--- config.mk ---
export PLATFORM = sky130hd
export DESIGN_NAME = instruction_fetch
export DESIGN_NICKNAME = d
export VERILOG_FILES = /design/src/rtl/instruction_fetch.sv
export SDC_FILE = /design/constraint.sdc
export NUM_CORES = 1
export LEC_CHECK = 0
export BUFFER_PORTS_ARGS = -buffer_cell sky130_fd_sc_hd__buf_2
export CORE_MARGIN = 2
export CORE_UTILIZATION = 55
export DETAILED_ROUTE_END_ITERATION = 8
export PLACE_DENSITY = 0.8
export SYNTH_ARGS = -nofsm -noshare
export SYNTH_HDL_FRONTEND = slang
export SYNTH_SLANG_ARGS = --single-unit
--- constraint.sdc ---
create_clock -name clk -period 4.7 [get_ports clk]
set_input_delay 0.94 -clock clk [delete_from_list [all_inputs] [get_ports clk]]
set_output_delay 0.94 -clock clk [all_outputs]
set_load 0.02 [all_outputs]
--- src/rtl/instruction_fetch.sv ---
// rtl/instruction_fetch.sv - fetch unit: single-outstanding imem requests, output register plus skid entry, redirect flush.
module instruction_fetch #(
  parameter int                   DataWidth   = 32,
  parameter logic [DataWidth-1:0] ResetVector = '0
) (
  input  logic                 clk,
  input  logic                 rst_n,
  output logic                 imem_req_valid,
  input  logic                 imem_req_ready,
  output logic [DataWidth-1:0] imem_addr,
  input  logic                 imem_rsp_valid,
  input  logic [DataWidth-1:0] imem_rsp_data,
  input  logic                 redirect_valid,
  input  logic [DataWidth-1:0] redirect_target,
  output logic                 if_valid,
  input  logic                 if_ready,
  output logic [DataWidth-1:0] if_instruction,
  output logic [DataWidth-1:0] if_pc,
  output logic [DataWidth-1:0] if_pc_plus4
);

  typedef enum logic [1:0] {S_REQ, S_WAIT, S_FLUSH} state_t;

  localparam logic [DataWidth-1:0] AlignMask = ~DataWidth'(3);
  localparam logic [DataWidth-1:0] Four      = DataWidth'(4);

  state_t               state;
  logic [DataWidth-1:0] fetch_pc;
  logic [DataWidth-1:0] req_pc;
  logic                 skid_valid;
  logic [DataWidth-1:0] skid_instr;
  logic [DataWidth-1:0] skid_pc;

  logic handshake;
  logic consume;
  logic rsp_take;

  // fetch_pc is kept word-aligned, so it drives the address directly
  assign imem_addr      = fetch_pc;
  assign imem_req_valid = rst_n && (state == S_REQ) && !skid_valid;
  assign handshake      = imem_req_valid && imem_req_ready;
  assign consume        = if_valid && if_ready;
  assign rsp_take       = (state == S_WAIT) && imem_rsp_valid;

  always_ff @(posedge clk) begin
    if (!rst_n) begin
      state          <= S_REQ;
      fetch_pc       <= ResetVector & AlignMask;
      req_pc         <= '0;
      if_valid       <= 1'b0;
      if_instruction <= '0;
      if_pc          <= '0;
      if_pc_plus4    <= '0;
      skid_valid     <= 1'b0;
      skid_instr     <= '0;
      skid_pc        <= '0;
    end else if (redirect_valid) begin
      if_valid   <= 1'b0;
      skid_valid <= 1'b0;
      fetch_pc   <= redirect_target & AlignMask;
      // any request still in flight must be swallowed before refetching
      case (state)
        S_REQ:   state <= handshake ? S_FLUSH : S_REQ;
        default: state <= imem_rsp_valid ? S_REQ : S_FLUSH;
      endcase
    end else begin
      case (state)
        S_REQ: begin
          if (handshake) begin
            state    <= S_WAIT;
            req_pc   <= fetch_pc;
            fetch_pc <= fetch_pc + Four;
          end
        end
        default: begin
          if (imem_rsp_valid) state <= S_REQ;
        end
      endcase

      // skid full implies no request outstanding, so these cases never overlap
      if (consume && skid_valid) begin
        if_instruction <= skid_instr;
        if_pc          <= skid_pc;
        if_pc_plus4    <= skid_pc + Four;
        skid_valid     <= 1'b0;
      end else if (rsp_take && (!if_valid || consume)) begin
        if_valid       <= 1'b1;
        if_instruction <= imem_rsp_data;
        if_pc          <= req_pc;
        if_pc_plus4    <= req_pc + Four;
      end else if (rsp_take) begin
        skid_valid <= 1'b1;
        skid_instr <= imem_rsp_data;
        skid_pc    <= req_pc;
      end else if (consume) begin
        if_valid <= 1'b0;
      end
    end
  end

endmodule
==> reports/results.ini, run 1 <==
[timing]
timing.final.ws_setup_ns=1.67
relSlewSlack=0.205
fmax_mhz=330
setup_viol=0
fin_worst_skew_ns=0.0189
hold_viol_final=0
worst_slew_pin_slew_ns=1.19
fin_crit_ns=3.03
maxSlewViolCount=0
rsz0062_at_grt=false
fin_crit_sh=0.644
final.setup.tns_ns=0

[yosys]
synth_edf_count=0
yosysUniqueCellTypes=54
synthXorXnorAreaFrac=0.0223
muxShareOfSynthArea=0.0256
ys.flop_type=dfxtp_1
ys_ff_latch=218
synthCells=1268
synth-compound-area-share=0.186
yosysSeqAreaShare=0.445
synth_async_sr_flop_share=0
yosys.area_share.simple=0.270
synth_top_family_by_area=simple AND/OR/NAND/NOR gates
avgSynthCellArea_sq_um=7.74
synth.cell_area_sq_um=9820
ys_warn_count=0
yosys.area_share.adder=0.00255

[setup_path]
crit_buf_inv=2
slowest_delay_ns=0.61
rrSetupSlack_ns=1.78
start_kind=input port
worstPathArrival_ns=3.45
crit_chain=buf_2 > and3_2 > buf_4 > nor4b_1 > o21ai_1 > or4_1 > a211oi_1
cp-end-kind=flip-flop
crit_type=in2reg
crit_required_ns=5.13
crit_slowest_cell=or4_1
crit_family=simple AND/OR/NAND/NOR gates
critPathMaxFanout=52

[grt]
grt_pass1_vias=8447
grt_antenna_before_repair=0
grt_pass1_wl_um=41700
grt_usage=0.267
overflow=0
grt_max_degree=132

[detailed_routing]
vias_per_cell=5.85
antenna_left=0
drcViolationCount=0
drt-initial-drc-count=816
drt_wl_total_um=26100
dr_total_vias=9600
firstDrtPassIters=5
wl_per_cell_um=15.9

[power]
sequentialPowerShare=0.479
leakagePower_nw=4.38
power-per-cell-area_nw_per_um2=346
ir_drop_v=0.000314
clkPwrFrac=0.463
p_sw_frac=0.229
switchingPower_mw=0.920
p_comb_frac=0.058
p_int_mw=3.09

[clock_network]
cts_num_sinks=218
clockBufferDepth=3
ctsRootBufferMaster=clkbuf_16
cts_tree=built
cts_resized=0
clkSlewWorstSetupHoldPaths_ns=0.06
clkLatencyLatePin_ns=0.51
cts_max_level=1
numCtsBuffers=23
hold_buffers=0
cts_setup_buffers=0

[final_layout]
post-route-util=0.668
final_common_cell=nand2_1
layout_common_cells=nand2_1, dfxtp_1, buf_2
nNetsFinal=1471
areaGrowthSynthToFinish_pct=18.1
final_cell_count_no_fill=1640
drive_above_1_share=0.178

[placed_design]
hpwlAfterDp_um=17000
placed_cells=1599
port_buffers=191
dp_slack_ns=1.19
gp_congestion=0.879

[floorplan]
core_sq_um=17400
floorplan.initialDensity=0.566
die_area_sq_um=18900
die_w_um=138
die_y_um=138
rows=48
pin_count=200

[status]
outcome=complete, no violations

[run]
cap_violations=0

[hold_path]
min_path_type=reg2reg

cell families after synthesis:
family	count (synthesis)
xor+xnor	25
mux	25
simple gates	592
other cells	1
flops	218
compound gates	288
buf+inv	117
fa+ha+maj	2
power by group through the flow:
stage / logic (mW) / clock network [mW] / registers, mW
final: 0.231 / 1.86 / 1.92
after global routing: 0.254 / 1.95 / 1.93
after global placement: 0.226 / 0 / 1.96
after detailed placement: 0.229 / 0 / 1.96
after CTS: 0.231 / 1.89 / 1.92
after floorplan: 0.120 / 0 / 1.98
layer usage:
layer / up-vias / share of wire / GRT usage / wire length, um
met5: - / 0 / 0 / 0
met4: 0 / 0.021 / 0.0716 / 536
met3: 40 / 0.084 / 0.0449 / 2180
met2: 386 / 0.43 / 0.413 / 11300
met1: 4413 / 0.46 / 0.385 / 12000
li1: 4761 / - / - / -
Yosys cell counts (4+ instances only):
cell      instances  area [sq um]
buf_4             6          45.0
o21a_1            4          30.0
inv_1            14          52.6
o31a_1            4          35.0
a211oi_1         28           210
a311oi_1         40           350
o21ai_0          45           225
a22oi_1           4          30.0
nor2_1          102           383
nand2_1         306          1150
o31ai_1          10          75.1
or3_1             9          56.3
mux2i_1          24           240
nand3_1          52           260
and4_1            9          78.8
buf_1            12          45.0
o311ai_0          4          35.0
and3_1           13          81.3
buf_2             4          20.0
a21oi_1         118           591
nor3_1           44           220
a31oi_1           8          50.1
nor4_1           11          68.8
and2_1            4          25.0
clkbuf_1         80           300
dfxtp_1         218          4360
or4_1             9          67.6
xor2_1            4          35.0
xnor2_1          21           184
nand4_1          22           138
metrics by stage:
stage	power (mW)	cell area [sq um]	hold slack, ns
after floorplan	2.10	9830	0.436
after global placement	2.19	10800	0.440
after detailed placement	2.19	10800	0.447
after CTS	4.04	11600	0.455
after global routing	4.13	11600	0.479
final	4.01	11600	0.453
state kept, by name (all words and copies together), names as in the netlist:
signal and flops:
if_instruction 32, skid_instr 32, if_pc 30, if_pc_plus4 30, imem_addr 30, req_pc 30, skid_pc 30, state 2
if_valid 1, skid_valid 1
cell type report:
cell class / instances / area [sq um]
diodes: 1 / 2.50
flip-flops and latches: 218 / 4360
well taps: 225 / 282
inverters: 14 / 57.6
multi-input cells: 938 / 5030
repair buffers: 204 / 1080
clock inverters: 8 / 128
clock buffers: 32 / 649
fillers: 1477 / 5760
tightest hold or removal path, stage by stage (launching register included):
cell	delay, ns
dfxtp_1	0.31
nand2_1	0.05
a21oi_1	0.05
worst paths after layout:
path               start               to  cells after the start
max reg2reg     if_valid  if_pc_plus4[22]                      6
min          skid_pc[31]      skid_pc[31]                      2
min reg2reg  skid_pc[31]      skid_pc[31]                      2
max             if_ready  if_pc_plus4[25]                      7
Note: power is estimated with default switching activity, not from simulation.
==> run 2: changes to the inputs <==
Clock period 4.7 ns to 3 ns, I/O delays scaled along.
==> reports/results.ini, run 2 (same netlist as run 1, synthesis figures left out) <==
[power]
ir_drop_v=0.000398
leakagePower_nw=4.49
power-per-cell-area_nw_per_um2=524
p_total_mw=6.15

[setup_path]
reg2reg_to=if_pc_plus4[28]
crit_path_frequent_cell=nand2_1
crit_required_ns=3.44
critPathMaxFanout=11
crit_chain=and3_4 > nand2_1 > nand2_1 > ha_2 > inv_2 > nor4_4 > nor2_2 > or4_1 > nand3_1
worstPathArrival_ns=3.04
start_kind=flip-flop
crit_type=reg2reg
r2r_start=if_valid
cp-end-kind=flip-flop
slowest_delay_ns=0.60
reg2regPathDepth=9
endpoint=if_pc_plus4[28]
rrSetupSlack_ns=0.39
crit_path_start=if_valid
crit_slowest_cell=dfxtp_1

[clock_network]
cts_setup_buffers=0
clkSlewWorstSetupHoldPaths_ns=0.06
cts_num_sinks=218
clockBufferDepth=3
cts_max_level=1
cts_tree=built
ctsRootBufferMaster=clkbuf_16
numCtsBuffers=23
cts_resized=0
clkLatencyLatePin_ns=0.50
hold_buffers=0

[timing]
fmax_mhz=384
maxSlewViolCount=0
rsz0062_at_grt=false
final.setup.tns_ns=0
hold_viol_final=0
whs_ns=0.345
worst_slew_pin_slew_ns=1.16
setup_viol=0
fin_crit_sh=0.868
fin_crit_ns=2.61
fin_worst_skew_ns=0.00828
relSlewSlack=0.229

[detailed_routing]
dr_total_vias=9561
drt_wl_total_um=25900
wl_per_cell_um=15.7
drt-initial-drc-count=677
firstDrtPassIters=5
vias_per_cell=5.78
antenna_left=0
drcViolationCount=0

[grt]
grt_usage=0.267
grt_pass1_wl_um=42000
grt_antenna_before_repair=0
overflow=0
grt_max_degree=90
grt_pass1_vias=8392

[floorplan]
core_sq_um=17400
die_area_sq_um=18900
rows=48
die_y_um=138
die_w_um=138
pin_count=200
floorplan.initialDensity=0.566

[run]
cap_violations=0

[final_layout]
largest_registers=if_instruction: 32 flops, skid_instr: 32 flops
post-route-util=0.676
final_cell_count_no_fill=1654
layout_common_cells=nand2_1, dfxtp_1, buf_2
areaGrowthSynthToFinish_pct=19.6
nNetsFinal=1487
fillers=1479
antenna-diode-count=0
final_common_cell=nand2_1
drive_above_1_share=0.189

[placed_design]
port_buffers=191
hpwlAfterDp_um=17500
gp_congestion=0.899
placed_cells=1615

[status]
outcome=complete, no violations

[hold_path]
min_path_type=in2reg

[run 2: cell types whose count changed in the layout (fill, tap and decap cells not counted), sizes merged]
cell | before | now
diode | 1 | 0
inv | 15 | 14
clkbuf | 32 | 35
bufinv | 3 | 1
buf | 204 | 220
clkinv | 2 | 3
clkinvlp | 2 | 0
[run 2: worst min-delay path by stage]
stage	slack, ns	to	start	cells past startpoint
2_1_floorplan	0.44	skid_pc[31]	skid_pc[31]	2
3_3_place_gp	0.44	if_pc_plus4[4]	if_pc_plus4[4]	2
3_5_place_dp	0.45	if_pc_plus4[5]	if_pc_plus4[5]	2
4_1_cts	0.33	skid_instr[9]	imem_rsp_data[9]	3
5_1_grt	0.35	skid_instr[9]	imem_rsp_data[9]	3
6_report	0.35	imem_addr[7]	redirect_target[7]	3
[run 2: final cells by class]
type | instances | area (sq um) | share of cell area
Timing Repair Buffer | 220 | 1240 | 0.105
Clock buffer | 35 | 691 | 0.0588
Multi-Input combinational cell | 938 | 5070 | 0.432
Inverter | 14 | 55.1 | 0.00469
Tap cell | 225 | 282 | 0.0240
Clock inverter | 4 | 45.0 | 0.00384
Sequential cell | 218 | 4360 | 0.372
[run 2: power breakdown]
group	leakage, nW	total (mW)	internal (mW)	switching, mW
combinational	2.36	0.374	0.135	0.239
sequential	1.77	3.01	2.94	0.0636
clock	0.366	2.77	1.66	1.11
[run 2: metrics by stage]
step                worst slack (ns)  area [sq um]
floorplan                     0.0109          9890
global placement               0.380         11000
detailed placement             0.306         11000
CTS                            0.408         11700
global route                   0.217         11700
finish                         0.395         11700
[run 2: per-layer routing]
| layer | vias to the layer above | share of wire | track usage |
|---|---|---|---|
| li1 | 4763 | - | - |
| met1 | 4362 | 0.45 | 0.392 |
| met2 | 389 | 0.44 | 0.410 |
| met3 | 47 | 0.084 | 0.0386 |
| met4 | 0 | 0.019 | 0.0710 |
| met5 | - | 0 | 0 |
[run 2: critical path, delay by kind of cell, from the launching register on]
kind | cells | cell delay, ns
buf+inv | 1 | 0.09
fa+ha+maj | 1 | 0.24
flops | 1 | 0.60
simple gates | 7 | 1.61
==> run 3: changes to the inputs <==
Settings changed: GPL_TIMING_DRIVEN set to 0.
==> reports/results.ini, run 3 (same netlist as run 1, synthesis figures left out) <==
[final_layout]
largest_registers=if_instruction: 32 flops, skid_instr: 32 flops
drive_above_1_share=0.171
antenna-diode-count=0
final_common_cell=nand2_1
layout_common_cells=nand2_1, dfxtp_1, buf_2
nNetsFinal=1561
areaGrowthSynthToFinish_pct=21.3

[placed_design]
dp_slack_ns=-0.567
hpwlAfterDp_um=22800
port_buffers=189
gp_congestion=0.942

[timing]
rsz0062_at_grt=false
fin_crit_ns=2.88
fmax_mhz=347
setup_viol=0
hold_viol_final=0
fin_crit_sh=0.960
relSlewSlack=0.258
maxSlewViolCount=0
timing.final.ws_setup_ns=0.120
final.setup.tns_ns=0
fin_worst_skew_ns=0.00557
worst_slew_pin_slew_ns=1.11

[setup_path]
crit_required_ns=3.35
rrSetupSlack_ns=0.12
start_kind=flip-flop
cp-end-kind=flip-flop
worstPathArrival_ns=3.24
reg2regPathDepth=6
crit_type=reg2reg
r2r_start=state[0]
reg2reg_to=if_pc[30]
critPathMaxFanout=10

[grt]
grt.met3_usage=0.0556
overflow=0
grt_pass1_vias=9339
grt_usage=0.316
grt_pass1_wl_um=47300
grt_max_degree=20
grt_antenna_before_repair=0
busiest_layer=met2
grt.met1_usage=0.414
met2_usage=0.527

[detailed_routing]
dr_total_vias=10200
drcViolationCount=0
antenna_left=0
drt_wl_total_um=30700
drt-initial-drc-count=750
wl_per_cell_um=17.8
vias_per_cell=5.87
firstDrtPassIters=6

[floorplan]
floorplan.initialDensity=0.566
die_area_sq_um=18900
pin_count=200
die_y_um=138
rows=48
core_sq_um=17400
die_w_um=138

[clock_network]
hold_buffers=0
clockBufferDepth=3
numCtsBuffers=23
cts_num_sinks=218
cts_max_level=1
cts_tree=built
clkSlewWorstSetupHoldPaths_ns=0.06
ctsRootBufferMaster=clkbuf_16
clkLatencyLatePin_ns=0.50

[hold_path]
min_path_type=in2reg
hold_end=skid_instr[31]
min_path_cells=3
min_from=imem_rsp_data[31]

[power]
p_int_mw=4.70
power-per-cell-area_nw_per_um2=519
ir_drop_v=0.000461
sequentialPowerShare=0.487
p_sw_frac=0.239
p_comb_frac=0.065
switchingPower_mw=1.48
leakagePower_nw=4.52
clkPwrFrac=0.448
p_total_mw=6.18

[status]
outcome=complete, no violations

[run]
cap_violations=0

[run 3: critical path, stage by stage (launching register included)]
cell      delay, ns
dfxtp_1        0.44
nand3b_1       0.19
a221oi_2       0.65
clkbuf_1       0.53
buf_2          0.40
buf_1          0.39
a211oi_1       0.13
[run 3: power groups by stage]
stage / sequential (mW) / combinational, mW / clock, mW
finish: 3.01 / 0.401 / 2.77
global route: 3.02 / 0.435 / 2.91
CTS: 3.01 / 0.397 / 2.78
detailed placement: 3.07 / 0.394 / 0
global placement: 3.07 / 0.390 / 0
floorplan: 3.10 / 0.188 / 0
[run 3: layer usage]
layer	part of all wire	vias up
met3	0.087	72
met5	0	-
met2	0.46	472
met1	0.43	4705
met4	0.030	0
li1	-	4912
[run 3: what timing repair did]
| item | CTS | global route |
|---|---|---|
| buffers inserted | 4 | 0 |
| resized for setup | 3 | 7 |
| pin swaps | 2 | 0 |
| endpoints found under the hold margin | 0 | 0 |
| endpoints found under the setup margin | 32 | 6 |
[run 3: worst max path at each step]
stage | startpoint | endpoint | slack, ns | cells past startpoint
2_1_floorplan | if_ready | if_pc_plus4[30] | 0.01 | 13
4_1_cts | if_valid | if_pc_plus4[30] | 0.04 | 12
5_1_grt | if_valid | if_pc_plus4[28] | 0.02 | 13
6_report | state[0] | if_pc[30] | 0.12 | 6
3_3_place_gp | if_ready | if_pc_plus4[30] | -0.53 | 12
3_5_place_dp | if_ready | if_pc_plus4[30] | -0.57 | 12
[run 3: area by class of cell]
cell class,instances,area [sq um]
Timing Repair Buffer,193,976
Multi-Input combinational cell,938,5050
Clock inverter,7,65.1
Inverter,14,52.6
Buffer,101,452
Fill cell,1491,5450
Tap cell,225,282
Clock buffer,34,667
Sequential cell,218,4360
[run 3: metrics by stage]
step / hold WS [ns] / cells / util / area, sq um
floorplan: 0.436 / 1273 / - / 9890
global placement: 0.441 / 1687 / 0.641 / 11100
detailed placement: 0.445 / 1687 / 0.641 / 11100
CTS: 0.335 / 1730 / 0.685 / 11900
global route: 0.347 / 1730 / 0.686 / 11900
finish: 0.348 / 1730 / 0.686 / 11900
